$ cat src/rtl/r_arb_pkg.sv
// Shared types for the crossbar R-channel arbiter.
// Latency: n/a (types and constants only).
// Backpressure: n/a.
// Contents: arbiter state enum and AXI RRESP encodings.
package r_arb_pkg;

  typedef enum logic {
    IDLE  = 1'b0,
    BURST = 1'b1
  } state_t;

  localparam logic [1:0] RRESP_OKAY   = 2'b00;
  localparam logic [1:0] RRESP_EXOKAY = 2'b01;
  localparam logic [1:0] RRESP_SLVERR = 2'b10;
  localparam logic [1:0] RRESP_DECERR = 2'b11;

endpackage

$ cat src/rtl/r_arbiter_if.sv
// AXI R channel bundle between the arbiter and one master port.
// Latency: n/a (wires only).
// Backpressure: RREADY from the master side, RVALID from the arbiter side.
// Modports: slave drives the R payload and RVALID, master drives RREADY.
interface r_arbiter_if #(
  parameter int ID_WIDTH   = 4,
  parameter int DATA_WIDTH = 32
);
  logic [ID_WIDTH-1:0]   RID;
  logic [DATA_WIDTH-1:0] RDATA;
  logic [1:0]            RRESP;
  logic                  RLAST;
  logic                  RVALID;
  logic                  RREADY;

  modport slave  (output RID, RDATA, RRESP, RLAST, RVALID, input  RREADY);
  modport master (input  RID, RDATA, RRESP, RLAST, RVALID, output RREADY);
endinterface

$ cat src/rtl/r_arbiter_rr_picker.sv
// Round-robin picker: first set req bit scanning ptr, ptr+1, ... mod N.
// Latency: combinational.
// Backpressure: none; found=0 when no request is set.
// Ports: req (N requests), ptr (scan start), found, idx (winning index).
module rr_picker #(
  parameter int N  = 4,
  parameter int PW = $clog2(N)
) (
  input  logic [N-1:0]  req,
  input  logic [PW-1:0] ptr,
  output logic          found,
  output logic [PW-1:0] idx
);

  // One spare bit so ptr+k cannot overflow before the explicit wrap,
  // which keeps the modulo correct for non-power-of-2 N.
  logic [PW:0]   sum;
  logic [PW-1:0] cand;

  always_comb begin
    found = 1'b0;
    idx   = '0;
    sum   = '0;
    cand  = '0;
    for (int k = 0; k < N; k++) begin
      sum = {1'b0, ptr} + (PW+1)'(k);
      if (sum >= (PW+1)'(N)) sum = sum - (PW+1)'(N);
      cand = sum[PW-1:0];
      if (!found && req[cand]) begin
        found = 1'b1;
        idx   = cand;
      end
    end
  end

endmodule

$ cat src/rtl/r_arbiter.sv
// Round-robin R-channel arbiter, grant locked for a whole burst until RLAST.
// Latency: 1 cycle arbitration in IDLE, then 1 beat/cycle; 1 bubble between bursts.
// Backpressure: RREADY pops the granted FIFO combinationally; RVALID low waits.
// Ports: ACLK/ARESETn, per-source FIFO heads (src_*), src_pop, master R channel r, busy.
module r_arbiter
  import r_arb_pkg::*;
#(
  parameter int ID_WIDTH   = 4,
  parameter int DATA_WIDTH = 32,
  parameter int NUM_SRC    = 4
) (
  input  logic                          ACLK,
  input  logic                          ARESETn,
  input  logic [NUM_SRC-1:0]            src_empty,
  input  logic [NUM_SRC*ID_WIDTH-1:0]   src_RID,
  input  logic [NUM_SRC*DATA_WIDTH-1:0] src_RDATA,
  input  logic [NUM_SRC*2-1:0]          src_RRESP,
  input  logic [NUM_SRC-1:0]            src_RLAST,
  output logic [NUM_SRC-1:0]            src_pop,
  r_arbiter_if.slave                    r,
  output logic                          busy
);

  localparam int PW = $clog2(NUM_SRC);

  state_t        state;
  logic [PW-1:0] grant;
  logic [PW-1:0] rr_ptr;

  logic          pick_found;
  logic [PW-1:0] pick_idx;
  logic          rvalid;
  logic          hs;

  logic [ID_WIDTH-1:0]   head_id   [NUM_SRC];
  logic [DATA_WIDTH-1:0] head_data [NUM_SRC];
  logic [1:0]            head_resp [NUM_SRC];

  for (genvar i = 0; i < NUM_SRC; i++) begin : g_unpack
    assign head_id[i]   = src_RID[i*ID_WIDTH +: ID_WIDTH];
    assign head_data[i] = src_RDATA[i*DATA_WIDTH +: DATA_WIDTH];
    assign head_resp[i] = src_RRESP[i*2 +: 2];
  end

  rr_picker #(.N(NUM_SRC), .PW(PW)) u_pick (
    .req   (~src_empty),
    .ptr   (rr_ptr),
    .found (pick_found),
    .idx   (pick_idx)
  );

  // Gated by ARESETn so a reset landing mid-burst can never pop a FIFO.
  assign rvalid = ARESETn && (state == BURST) && !src_empty[grant];
  assign hs     = rvalid && r.RREADY;

  always_comb begin
    src_pop        = '0;
    src_pop[grant] = hs;
  end

  assign r.RVALID = rvalid;
  assign r.RID    = rvalid ? head_id[grant]   : '0;
  assign r.RDATA  = rvalid ? head_data[grant] : '0;
  assign r.RRESP  = rvalid ? head_resp[grant] : 2'b00;
  assign r.RLAST  = rvalid && src_RLAST[grant];
  assign busy     = (state == BURST);

  always_ff @(posedge ACLK) begin
    if (!ARESETn) begin
      state  <= IDLE;
      grant  <= '0;
      rr_ptr <= '0;
    end else begin
      case (state)
        IDLE: begin
          if (pick_found) begin
            grant <= pick_idx;
            state <= BURST;
          end
        end
        BURST: begin
          // Only the RLAST handshake releases the lock; an empty granted
          // FIFO simply stalls here.
          if (hs && src_RLAST[grant]) begin
            state  <= IDLE;
            rr_ptr <= (grant == PW'(NUM_SRC-1)) ? '0 : grant + PW'(1);
          end
        end
        default: state <= IDLE;
      endcase
    end
  end

endmodule

$ cat src/flat_wrapper.sv
// flat-port wrapper written by rule: the top's interface ports become plain ports
module r_arbiter_flat import r_arb_pkg::*;
#(
  parameter int ID_WIDTH   = 4,
  parameter int DATA_WIDTH = 32,
  parameter int NUM_SRC    = 4
)
  (ACLK, ARESETn, src_empty, src_RID, src_RDATA, src_RRESP, src_RLAST, src_pop, busy, r_RID, r_RDATA, r_RRESP, r_RLAST, r_RVALID, r_RREADY);
  r_arbiter_if #(.ID_WIDTH(ID_WIDTH), .DATA_WIDTH(DATA_WIDTH)) r_i ();
  input  logic ACLK;
  input  logic ARESETn;
  input  logic [NUM_SRC-1:0] src_empty;
  input  logic [NUM_SRC*ID_WIDTH-1:0] src_RID;
  input  logic [NUM_SRC*DATA_WIDTH-1:0] src_RDATA;
  input  logic [NUM_SRC*2-1:0] src_RRESP;
  input  logic [NUM_SRC-1:0] src_RLAST;
  output logic [NUM_SRC-1:0] src_pop;
  output logic busy;
  output wire logic [$bits(r_i.RID)-1:0] r_RID;
  output wire logic [$bits(r_i.RDATA)-1:0] r_RDATA;
  output wire logic [$bits(r_i.RRESP)-1:0] r_RRESP;
  output wire logic [$bits(r_i.RLAST)-1:0] r_RLAST;
  output wire logic [$bits(r_i.RVALID)-1:0] r_RVALID;
  input wire logic [$bits(r_i.RREADY)-1:0] r_RREADY;
  assign r_RID = r_i.RID;
  assign r_RDATA = r_i.RDATA;
  assign r_RRESP = r_i.RRESP;
  assign r_RLAST = r_i.RLAST;
  assign r_RVALID = r_i.RVALID;
  assign r_i.RREADY = r_RREADY;
  r_arbiter #(.ID_WIDTH(ID_WIDTH), .DATA_WIDTH(DATA_WIDTH), .NUM_SRC(NUM_SRC)) u_core (.ACLK(ACLK), .ARESETn(ARESETn), .src_empty(src_empty), .src_RID(src_RID), .src_RDATA(src_RDATA), .src_RRESP(src_RRESP), .src_RLAST(src_RLAST), .src_pop(src_pop), .r(r_i), .busy(busy));
endmodule
$ cat config.mk
export PLATFORM = sky130hd
export DESIGN_NAME = r_arbiter_flat
export DESIGN_NICKNAME = d
export VERILOG_FILES = /design/src/rtl/r_arb_pkg.sv /design/src/rtl/r_arbiter_if.sv /design/src/rtl/r_arbiter_rr_picker.sv /design/src/rtl/r_arbiter.sv /design/src/flat_wrapper.sv
export SDC_FILE = /design/constraint.sdc
export NUM_CORES = 1
export LEC_CHECK = 0
export CORE_MARGIN = 4
export CORE_UTILIZATION = 27
export CTS_CLUSTER_SIZE = 28
export DETAILED_ROUTE_END_ITERATION = 8
export PLACE_DENSITY = 0.95
export SLEW_MARGIN = 20
export SYNTH_ARGS = -nofsm -noshare
export SYNTH_HDL_FRONTEND = slang
export SYNTH_SLANG_ARGS = --single-unit
$ cat constraint.sdc
create_clock -name ACLK -period 2.6 [get_ports ACLK]
set_clock_uncertainty 0.15 [all_clocks]
set_input_delay 0.78 -clock ACLK [delete_from_list [all_inputs] [get_ports ACLK]]
set_output_delay 0.78 -clock ACLK [all_outputs]
set_load 0.02 [all_outputs]
==> Word-level counts from Yosys, hierarchy flattened <==
Index checks and enable logic that the tools add are counted.
{ "classes": {"add_sub_neg": 8, "n_lt_le_gt_ge": 11, "eq_ne": 1, "mux": 42, "bitwise": 4, "reduce_logical": 15} }
{ "ops": {"columns": ["op", "count"], "rows": [
  ["$mux 32", 3],
  ["$bmux 32 s2", 1],
  ["$mux 2", 12],
  ["$lt 2x3->1 const B", 5],
  ["$mux 1", 13],
  ["$bmux 1 s2", 6],
  ["$ge 3x3->1 const B", 4],
  ["$mux 4", 3],
  ["$logic_and 1x1->1", 9],
  ["$bmux 4 s2", 1],
  ["$sub 2x1->2 const B", 4],
  ["$add 2x2->3 const B", 2],
  ["$and 4x4->4", 1],
  ["$bmux 2 s2", 1],
  ["$logic_not 1->1", 4],
  ["$not 4->4", 1],
  ["$reduce_and 2->1", 2],
  ["$add 2x1->3 const B", 1],
  ["$ge 2x3->1 const B", 1],
  ["$not 2->3", 1],
  ["$add 2x1->2 const B", 1],
  ["$demux 1 s2", 1],
  ["$eq 2x2->1 const B", 1],
  ["$ge 2x1->1 const B", 1],
  ["other kinds (2)", 2]
]} }
{ "totals": {"register_bits": 5} }

==> Logic depth before layout (Yosys ltp) <==
Gate-level depths: netlist (run 1).
{ "depth": {"depth_word": 16, "mapped_depth": 6} }

==> By module <==
From an unflattened synthesis (run 1), not the netlist that was laid out.
{ "unflattened": {"hier_cells": 155, "area_unflattened_um2": 1684.1} }
{ "by_module_without_submodules": {"columns": ["mod", "n_inst", "cells_per_inst", "area_per_inst_um2"], "rows": [
  ["r_arbiter", 1, 140, 1606.5],
  ["rr_picker", 1, 15, 77.6]
]} }

==> Least setup slack after synthesis (run 1) <==
No wires, ideal clock.
{ "synth_path": {"path_kind": "input-to-output", "start": "input ARESETn", "end": "output src_pop[0]", "arrival_ns": 1.776, "t_required_ns": 1.670, "slack_ns": -0.106, "path_stages": 6, "path_buffers": 2, "cell_sequence": "buf_6 and3_1 a22oi_2 buf_6 inv_2 and3_1"} }
{ "synth_via": {"elab_chain_cells": 4} }
{ "synth_lines": {"columns": ["item", "line_no", "rtl"], "rows": [
  ["start, declared", "flat_wrapper.sv:11", "input logic ARESETn;"],
  ["$logic_and 1x1->1 (2 in a row)", "r_arbiter.sv:53", "assign rvalid = ARESETn && (state == BURST) && !src_empty[grant];"],
  ["named net r_RVALID", "flat_wrapper.sv:23", "output wire logic [$bits(r_i.RVALID)-1:0] r_RVALID;"],
  ["$logic_and 1x1->1", "r_arbiter.sv:54", "assign hs = rvalid && r.RREADY;"],
  ["$and 4x4->4 (no line)", null, null],
  ["end, declared", "flat_wrapper.sv:17", "output logic [NUM_SRC-1:0] src_pop;"]
]} }
The timed path passes the listed nets, and every way through them passes these cells.

==> Final worst setup path (run 1) <==
{ "layout_path": {"start": "input ARESETn", "end": "output r_RDATA[18]"} }
{ "layout_via": {"elab_chain_cells": 3} }
{ "layout_lines": {"columns": ["item", "line_no", "rtl"], "rows": [
  ["$logic_and 1x1->1 (2 in a row)", "r_arbiter.sv:53", null],
  ["$mux 32", "r_arbiter.sv:63", "assign r.RDATA = rvalid ? head_data[grant] : '0;"],
  ["end, declared", "flat_wrapper.sv:20", "output wire logic [$bits(r_i.RDATA)-1:0] r_RDATA;"]
]} }
Every way passes these cells.

==> impl_metrics.env, run 1 <==
export IMPL_finalMaxSlewViolations=0
export IMPL_power_uw=872
export IMPL_design_area_mm2=0.00418
export IMPL_finalHoldViolations=0
export IMPL_ys_ff_latch=5
export IMPL_worst_slew_pin_slew_ns=0.416
export IMPL_routed_wl_mm=9.63
export IMPL_irDropWorstVdd_v=0.000235
export IMPL_root_buffer="clkbuf_8"
export IMPL_setup_slack_ns=-0.203
export IMPL_synth_area_mux_share_pct=53.0
export IMPL_path_class="input port to output pin"
export IMPL_crit_chain="buf_8 -> and3_4 -> a22oi_2 -> buf_6 -> buf_12 -> buf_16 -> nor2b_1 -> buf_4"
export IMPL_crit_path_max_incr_delay_ns=0.21
export IMPL_clkSlewWorstSetupHoldPaths_ns=0.04
export IMPL_dr_pass1_iters=4
export IMPL_drt_initial_drc_count=80
export IMPL_grt_pass1_wl_mm=13.4
export IMPL_dpl_hpwl_mm=7.33
export IMPL_clkLatencyLatePin_ns=0.23
export IMPL_cp_data_required_time_ns=1.67
export IMPL_synth_compound_area_share_pct=8.13
export IMPL_r2r_start="u_core.grant[1]$_SDFFE_PN0P_"
export IMPL_multi_input_comb_area_mm2=0.00160
export IMPL_drv_cap=0
export IMPL_numClockSinks=5
export IMPL_cts_tree="done"
export IMPL_die_h_um=87.5
export IMPL_finalNetCount=550
export IMPL_synthSimpleGateAreaFrac_pct=21.6
export IMPL_initial_core_util_pct=28.3
export IMPL_track_usage_pct=23.0
export IMPL_drtAntennaViolNets=0
export IMPL_layout_drive_gt1_share_pct=41.4
export IMPL_synth_edff_count=0
export IMPL_synth_fa_ha_area_share_pct=2.93
export IMPL_cts_htree_levels=1
export IMPL_fp_dieArea_mm2=0.00766
export IMPL_ctsHoldBuffers=0
export IMPL_fmax_ghz=0.357
export IMPL_syn_area_per_cell_um2=11.0
export IMPL_async_flop_share_pct=0
export IMPL_antenna_found_initial=1
export IMPL_r2r_cells=8
export IMPL_synth_top_family_by_area="multiplexers"
export IMPL_startpoint="ARESETn"
export IMPL_ys_types=31
export IMPL_holdWs_ns=0.427
export IMPL_min_period_over_period_pct=108
export IMPL_setup_tns_final_ns=-6.18
export IMPL_cp_slowest_cell="a22oi_2"
export IMPL_ys_seq_area_share_pct=5.86
export IMPL_hold_depth=2
export IMPL_rsz0062_at_grt="true"
export IMPL_critPathMaxFanout=5
export IMPL_ioPinCount=208
export IMPL_yosys_warnings=0
export IMPL_final_cell_count_no_fill=458
export IMPL_cp_end_kind="output pin"
export IMPL_num_rows=28
export IMPL_overflow=0
export IMPL_place_inst=438
export IMPL_setup_viol=44
export IMPL_area_growth_pct=145
export IMPL_core_mm2=0.00603
export IMPL_cp_start_kind="input port"
export IMPL_p_leak_nw=1.92
export IMPL_cp_arrival_ns=1.87
export IMPL_syn_area_mm2=0.00171
export IMPL_cts_made_buffers=3
export IMPL_first_global_vias=2518
export IMPL_syn_inst=155
export IMPL_placed_area_mm2=0.00401
export IMPL_slew_headroom_pct=71.9
export IMPL_violations="negative setup slack"
export IMPL_drcViolationCount=0
export IMPL_grt_max_degree=23
export IMPL_wl_per_cell_um=21.0
export IMPL_ys_flop_type="dfxtp_1"
export IMPL_vias=2337
export IMPL_seq_area_um2=105
export IMPL_synth_nets=322
export IMPL_synth_xor_area_share_pct=0
export IMPL_final_fill_count=472
export IMPL_gp_congestion=0.799
export IMPL_min_period_ns=2.80
export IMPL_die_w_um=87.5
export IMPL_status="finished, violations left"
export IMPL_port_buffers=207
export IMPL_cts_max_path_buffers=2
export IMPL_hold_class="flop to flop"
export IMPL_power_density_mw_per_mm2=208
export IMPL_avgViaCountPerCell=5.10
export IMPL_min_from="u_core.rr_ptr[0]$_SDFFE_PN0P_"
synthesized netlist by cell type, types with 3 or more instances:
library cell  instances  share of area [%]
a21oi_1               5                1.5
and2b_1               4                1.8
and3_1                5                1.8
buf_2                 5                1.5
buf_4                 4                1.8
buf_6                 4                2.6
clkbuf_1              3               0.66
dfxtp_1               5                5.9
ha_1                  4                2.9
inv_1                 5                1.1
mux2i_1               5                2.9
mux4_2               38                 50
nand2_1               9                2.0
nor2_1                3               0.66
nor2b_1              35                 13
cells by family (layout without fill, tap and decap cells):
family                     count (synthesis)  count (layout)
AOI/OAI and AO/OA                         17              17
adders and majority gates                  4               4
buffers and inverters                     24             251
DFF                                        5               5
muxes                                     43              43
other                                      0               1
and+or+nand+nor                           62              62
flip-flops by register name, summed over array words and instances (netlist names):
name,flops
u_core.grant,2
u_core.busy,1
u_core.rr_ptr,2
per-stage QoR:
step	setup slack (ns)	utilization, %
floorplan	-0.0265	-
global placement	-0.905	66.5
detailed placement	-0.992	66.5
CTS	-0.163	69.0
global route	-0.234	69.4
finish	-0.203	69.4
worst paths after layout:
check	slack (ns)	to
worst max register to register	0.64	u_core.rr_ptr[1]$_SDFFE_PN0P_
worst min register to register	0.43	u_core.rr_ptr[0]$_SDFFE_PN0P_
worst max-delay path	-0.20	r_RDATA[18]
worst min-delay path	0.43	u_core.rr_ptr[0]$_SDFFE_PN0P_
critical path: cells and delay by family:
kind                   cells  cell delay, ns
AND/OR/NAND/NOR            2            0.21
buffers and inverters      5            0.68
AO/OA/AOI/OAI              1            0.21
placed cells by master, fill, tap and decap left out, drive strengths merged:
master,n
nand2,9
o2111a,1
inv,6
clkdlybuf4s15,19
o21ai,2
dlygate4sd2,131
o311a,2
o21a,1
and3b,1
and2,1
o221ai,2
buf,87
dfxtp,5
mux2i,5
diode,1
clkdlybuf4s50,3
nand3,2
and3,5
a41oi,1
and2b,4
o21bai,1
clkbuf,5
ha,4
a21oi,5
nand4b,1
a22oi,1
a21o,1
nor2,3
mux4,38
nor2b,35
or4b,1
cell type report:
cell class,instances,share of cell area [%]
clock buffer,4,1.08
timing repair buffer,241,55.1
sequential,5,2.51
inverter,6,0.718
tap,75,2.24
multi-input combinational,126,38.3
antenna,1,0.0598
where the power goes:
| part | total (mW) | switching, mW | internal [mW] |
|---|---|---|---|
| logic | 0.633 | 0.226 | 0.406 |
| registers | 0.0879 | 0.00728 | 0.0806 |
| clock network | 0.151 | 0.0454 | 0.106 |
| total | 0.872 | 0.279 | 0.593 |
metal layers:
| metal | global-route usage [%] | part of all wire, % | vias up |
|---|---|---|---|
| met1 | 24.6 | 35 | 1127 |
| met3 | 3.95 | 6.8 | 18 |
| met4 | 6.28 | 2.1 | 0 |
| li1 | - | - | 1065 |
| met5 | 0 | 0 | - |
| met2 | 45.6 | 56 | 127 |
what timing repair did:
item,in CTS,in global routing
setup endpoints to repair,44,44
gates resized for setup,468,17
pin swaps,5,1
setup buffers,11,2
gates cloned,4,1
Power figures use the tool's default switching activity.
==> inputs of run 2 (changes only) <==
--- a/config.mk
+++ b/config.mk
@@ -13,4 +13,5 @@
 export SLEW_MARGIN = 20
 export SYNTH_ARGS = -nofsm -noshare
 export SYNTH_HDL_FRONTEND = slang
+export SYNTH_HIERARCHICAL = 1
 export SYNTH_SLANG_ARGS = --single-unit
==> run 2 against run 1 <==
Via count down 1.5%. The flow still finishes with violations (negative setup slack). Design area up 8.0%. Register-to-register slack worse by 0.09 ns. Largest cell class unchanged.
==> impl_metrics.env, run 2 <==
export IMPL_fp_dieArea_mm2=0.00756
export IMPL_die_w_um=87.0
export IMPL_cp_arrival_ns=1.93
export IMPL_rsz0062_at_grt="true"
export IMPL_crit_chain="buf_6 -> and3_4 -> a22oi_4 -> buf_6 -> buf_6 -> inv_6 -> buf_6 -> and3_4 -> buf_6"
export IMPL_core_mm2=0.00599
export IMPL_yosys_top_cells_count="42 x nor2b_1, 38 x mux4_2, 10 x inv_1, 6 x a21oi_1"
export IMPL_mostFrequentLayoutCells="91 x clkdlybuf4s15_1, 58 x dlygate4sd2_1, 43 x buf_6"
export IMPL_fmax_ghz=0.349
export IMPL_slew_headroom_pct=80.1
export IMPL_dpl_worst_slack_ns=-0.920
export IMPL_p_leak_nw=1.99
export IMPL_cts_tree="done"
export IMPL_critPathMaxFanout=6
export IMPL_dr_pass1_iters=4
export IMPL_setup_slack_ns=-0.262
export IMPL_drcViolationCount=0
export IMPL_ys_types=29
export IMPL_die_h_um=87.0
export IMPL_grt_max_degree=24
export IMPL_min_period_over_period_pct=110
export IMPL_layout_drive_gt1_share_pct=45.4
export IMPL_power_density_mw_per_mm2=189
export IMPL_cp_start_kind="input port"
export IMPL_drt_met1_wl_mm=3.23
export IMPL_wl_met3_um=896
export IMPL_yosysTopAreaCell="mux4_2"
export IMPL_wl_met2_mm=5.63
export IMPL_async_flop_share_pct=0
export IMPL_violations="negative setup slack"
export IMPL_finalMaxSlewViolations=0
export IMPL_cts_htree_levels=1
export IMPL_ys_ff_latch=5
export IMPL_vias=2302
export IMPL_syn_area_per_cell_um2=10.9
export IMPL_syn_inst=155
export IMPL_cp_end_kind="output pin"
export IMPL_top_layer_used="met4"
export IMPL_initial_core_util_pct=28.1
export IMPL_yosys_warnings=6
export IMPL_gp_congestion=0.841
export IMPL_status="finished, violations left"
export IMPL_clkLatencyLatePin_ns=0.23
export IMPL_cts_made_buffers=3
export IMPL_cp_slowest_cell="a22oi_4"
export IMPL_power_uw=855
export IMPL_syn_area_mm2=0.00168
export IMPL_numClockSinks=5
export IMPL_port_buffers=207
export IMPL_root_buffer="clkbuf_8"
export IMPL_drt_initial_drc_count=44
export IMPL_synth_top_area_share_pct=50.8
export IMPL_ys_seq_area_share_pct=5.94
export IMPL_synthTopCellsByArea="mux4_2 51%, nor2b_1 16%, dfxtp_1 5.9%"
export IMPL_crit_top_cell="buf_6"
export IMPL_drtAntennaViolNets=0
export IMPL_irDropWorstVdd_v=0.000271
export IMPL_grt_pass1_wl_mm=13.6
export IMPL_finalHoldViolations=0
export IMPL_worst_slew_pin_slew_ns=0.299
export IMPL_track_usage_pct=23.7
export IMPL_first_global_vias=2521
export IMPL_place_inst=436
export IMPL_drv_cap=0
export IMPL_avgViaCountPerCell=4.93
export IMPL_ys_flop_type="dfxtp_1"
export IMPL_path_class="input port to output pin"
export IMPL_setup_viol=43
export IMPL_synth_edff_count=0
export IMPL_cp_data_required_time_ns=1.67
export IMPL_num_rows=28
export IMPL_synth_nets=322
export IMPL_crit_path_max_incr_delay_ns=0.21
export IMPL_finalNetCount=558
export IMPL_final_common_cell="clkdlybuf4s15_1"
export IMPL_final_cell_count_no_fill=467
export IMPL_min_period_ns=2.86
export IMPL_antenna_found_initial=1
export IMPL_synth_most_common_cell="nor2b_1"
export IMPL_ioPinCount=208
export IMPL_wl_per_cell_um=21.3
export IMPL_hold_class="flop to flop"
export IMPL_routed_wl_mm=9.93
export IMPL_dpl_hpwl_mm=7.25
export IMPL_overflow=0
export IMPL_cts_max_path_buffers=2
export IMPL_clkSlewWorstSetupHoldPaths_ns=0.03
export IMPL_area_growth_pct=168
[run 2: cell types whose count changed in the layout (fill, tap and decap cells not counted), moves of 3 or more]
cell             change
nor2b_4             +14
buf_4               -14
nand2_1              -4
clkdlybuf4s15_1     +72
nor2b_2              -5
dlygate4sd2_1       -73
buf_6               +15
buf_8                +3
and2b_1              -4
inv_1                +5
[run 2: report_power, final]
part           leakage (nW)  switching [mW]  internal, mW
clock network        0.0228          0.0457         0.106
logic                  1.93           0.209         0.409
registers            0.0421         0.00566        0.0797
[run 2: path summary, 6_finish.rpt]
path,from,end,slack [ns],cells after the start
setup reg to reg,u_core/grant[0]$_SDFFE_PN0P_,u_core/busy$_SDFF_PN0_,0.55,9
setup / recovery,ARESETn,src_pop[2],-0.26,9
hold reg to reg,u_core/rr_ptr[1]$_SDFFE_PN0P_,u_core/rr_ptr[1]$_SDFFE_PN0P_,0.38,2
hold / removal,u_core/rr_ptr[1]$_SDFFE_PN0P_,u_core/rr_ptr[1]$_SDFFE_PN0P_,0.38,2
[run 2: stage by stage]
stage / setup TNS (ns) / area (um^2) / utilization, % / hold WS, ns
floorplan: -0.619 / 1750 / - / 0.320
global route: -8.16 / 4510 / 75.4 / 0.400
CTS: -6.50 / 4350 / 72.5 / 0.378
detailed placement: -37.57 / 3970 / 66.2 / 0.371
global placement: -36.03 / 3970 / 66.2 / 0.345
finish: -7.02 / 4520 / 75.4 / 0.378
[run 2: critical path, delay by kind of cell]
kind / cells / cell delay (ns)
buffers and inverters: 6 / 0.61
and+or+nand+nor: 2 / 0.34
AOI/OAI and AO/OA: 1 / 0.21
[run 2: cell type report]
type | instances | area [um^2]
inverters | 12 | 50.0
diodes | 2 | 5.00
multi-input cells | 123 | 1700
flip-flops and latches | 5 | 105
repair buffers | 246 | 2520
clock buffers | 4 | 45.0
well taps | 75 | 93.8
fillers | 406 | 1470
[run 2: cell families (layout without fill, tap and decap cells)]
family          after synthesis  after routing  synth area share (%)
compound gates               14             14                  7.43
fa+ha+maj                     4              4                  2.97
buf+inv                      27            262                  8.10
flops                         5              5                  5.94
mux                          43             43                  54.0
other cells                   0              2                     0
simple gates                 62             62                  21.5
[run 2: repair_timing]
item / in CTS / in global routing
resized for setup: 577 / 30
pin swaps: 5 / 2
setup buffers: 17 / 4
hold buffers: 0 / 0
setup endpoints to repair: 44 / 44
gates cloned: 4 / 2
[run 2: routing by layer]
metal | track usage [%] | up-vias
met2 | 46.6 | 107
met3 | 5.58 | 16
met4 | 7.37 | 0
met5 | 0 | -
met1 | 24.2 | 1111
li1 | - | 1068
==> inputs of run 3 (changes only) <==
--- a/config.mk
+++ b/config.mk
@@ -5,12 +5,12 @@
 export SDC_FILE = /design/constraint.sdc
 export NUM_CORES = 1
 export LEC_CHECK = 0
-export CORE_MARGIN = 4
+export CORE_MARGIN = 5
 export CORE_UTILIZATION = 27
 export CTS_CLUSTER_SIZE = 28
 export DETAILED_ROUTE_END_ITERATION = 8
 export PLACE_DENSITY = 0.95
-export SLEW_MARGIN = 20
+export SLEW_MARGIN = 15
 export SYNTH_ARGS = -nofsm -noshare
 export SYNTH_HDL_FRONTEND = slang
 export SYNTH_HIERARCHICAL = 1
==> run 3 against run 2 <==
The run still ends with negative setup slack left. First-iteration DRC count increased by 25%. Highest routed layer is now met5. Maximum frequency increased by 0.23%. Register-to-register slack hardly changed.
==> impl_metrics.env, run 3 (same netlist as run 2, synthesis figures left out) <==
export IMPL_p_leak_nw=2.03
export IMPL_power_density_mw_per_mm2=190
export IMPL_internal_power_uw=603
export IMPL_num_rows=28
export IMPL_clkLatencyLatePin_ns=0.23
export IMPL_setup_viol=44
export IMPL_critPathMaxFanout=8
export IMPL_fmax_ghz=0.350
export IMPL_cts_tree="done"
export IMPL_cp_slowest_cell="mux2i_4"
export IMPL_dpl_worst_slack_ns=-0.931
export IMPL_dr_pass1_iters=4
export IMPL_finalHoldViolations=0
export IMPL_power_switching_share_pct=30.9
export IMPL_first_global_vias=2727
export IMPL_cp_end_kind="output pin"
export IMPL_vias=2481
export IMPL_drv_cap=0
export IMPL_gp_congestion=0.878
export IMPL_wl_per_cell_um=22.1
export IMPL_clkSlewWorstSetupHoldPaths_ns=0.04
export IMPL_final_common_cell="clkdlybuf4s15_1"
export IMPL_drcViolationCount=0
export IMPL_min_period_over_period_pct=110
export IMPL_layout_drive_gt1_share_pct=48.5
export IMPL_status="finished, violations left"
export IMPL_hold_class="flop to flop"
export IMPL_worst_slew_pin_slew_ns=0.297
export IMPL_cp_arrival_ns=1.93
export IMPL_slew_headroom_pct=80.2
export IMPL_drt_initial_drc_count=55
export IMPL_antenna_found_initial=1
export IMPL_die_h_um=89.0
export IMPL_initial_core_util_pct=28.1
export IMPL_overflow=0
export IMPL_clkPwrFrac_pct=17.6
export IMPL_power_uw=872
export IMPL_min_period_ns=2.86
export IMPL_die_w_um=89.0
export IMPL_cp_start_kind="input port"
export IMPL_grt_max_degree=21
export IMPL_dpl_hpwl_mm=7.88
export IMPL_setup_slack_ns=-0.255
export IMPL_avgViaCountPerCell=5.14
export IMPL_core_mm2=0.00599
export IMPL_mostFrequentLayoutCells="98 x clkdlybuf4s15_1, 51 x buf_6, 44 x dlygate4sd2_1"
export IMPL_num_antenna_cells=0
export IMPL_cts_max_path_buffers=2
export IMPL_cts_made_buffers=3
export IMPL_path_buf_inv=6
export IMPL_cts_htree_levels=1
export IMPL_rsz0062_at_grt="true"
export IMPL_numClockSinks=5
export IMPL_ctsHoldBuffers=0
export IMPL_crit_path_max_incr_delay_ns=0.17
export IMPL_seq_area_um2=105
export IMPL_placed_area_mm2=0.00402
export IMPL_crit_top_cell="buf_6"
export IMPL_p_seq_share_pct=9.7
export IMPL_routed_wl_mm=10.7
export IMPL_fp_dieArea_mm2=0.00792
export IMPL_grt_pass1_wl_mm=14.5
export IMPL_holdWs_ns=0.373
export IMPL_port_buffers=207
export IMPL_track_usage_pct=25.0
export IMPL_finalNetCount=576
export IMPL_multi_input_comb_area_mm2=0.00167
export IMPL_crit_chain="buf_6 -> mux2i_4 -> a22oi_4 -> buf_6 -> buf_6 -> buf_12 -> buf_6 -> nor2b_1 -> buf_4"
export IMPL_path_class="input port to output pin"
export IMPL_reg2reg_slack_ns=0.54
export IMPL_ioPinCount=208
export IMPL_area_growth_pct=172
export IMPL_finalMaxSlewViolations=0
export IMPL_root_buffer="clkbuf_8"
export IMPL_violations="negative setup slack"
export IMPL_cp_data_required_time_ns=1.67
export IMPL_critical_path_top_delay_family="buffers and inverters"
export IMPL_final_fill_count=412
export IMPL_p_sw_uw=269
export IMPL_drtAntennaViolNets=0
export IMPL_irDropWorstVdd_v=0.000305
export IMPL_postLayoutCoreUtil_pct=76.4
export IMPL_design_area_mm2=0.00458
export IMPL_power_frac_comb_pct=72.7
run 3: layout make-up:
type | instances | area share (%)
Tap cell | 75 | 2.05
Clock buffer | 4 | 0.984
Sequential cell | 5 | 2.30
Inverter | 12 | 1.09
Multi-Input combinational cell | 123 | 36.4
Timing Repair Buffer | 264 | 57.2
run 3: power groups by stage:
stage | Sequential (mW) | Clock (mW) | Combinational [mW]
after global routing | 0.0851 | 0.165 | 0.668
final | 0.0847 | 0.153 | 0.634
after detailed placement | 0.0860 | 0 | 0.570
after global placement | 0.0859 | 0 | 0.554
after floorplan | 0.0850 | 0 | 0.225
after CTS | 0.0852 | 0.156 | 0.597
run 3: metal layers:
layer | vias up | part of all wire, % | track usage (%)
met3 | 31 | 9.6 | 5.81
met2 | 154 | 56 | 50.1
met1 | 1194 | 31 | 24.9
met5 | - | 0.12 | 0
li1 | 1100 | - | -
met4 | 2 | 3.3 | 8.12
run 3: repair_timing:
item,in CTS,in global routing
resized for setup,586,48
cloned,3,2
setup endpoints to repair,44,44
pin swaps,8,1
buffers inserted,28,11
run 3: path summary, 6_finish.rpt:
check	end	startpoint	cells after the start
max	r_RDATA[15]	src_empty[2]	9
min	u_core/rr_ptr[0]$_SDFFE_PN0P_	u_core/rr_ptr[0]$_SDFFE_PN0P_	2
max reg2reg	u_core/busy$_SDFF_PN0_	u_core/grant[0]$_SDFFE_PN0P_	9
min reg2reg	u_core/rr_ptr[0]$_SDFFE_PN0P_	u_core/rr_ptr[0]$_SDFFE_PN0P_	2
run 3: worst register-to-register path: cells and delay by family (launching register included):
kind,cells,cell delay (ns)
buffers and inverters,5,0.66
AO/OA/AOI/OAI,3,0.44
multiplexers,1,0.28
flip-flops,1,0.42
run 3: metrics by stage:
step	instances	setup TNS [ns]
final	483	-6.46
after global routing	483	-7.50
after CTS	476	-8.20
after detailed placement	441	-37.97
after global placement	441	-36.32
after floorplan	155	-0.619
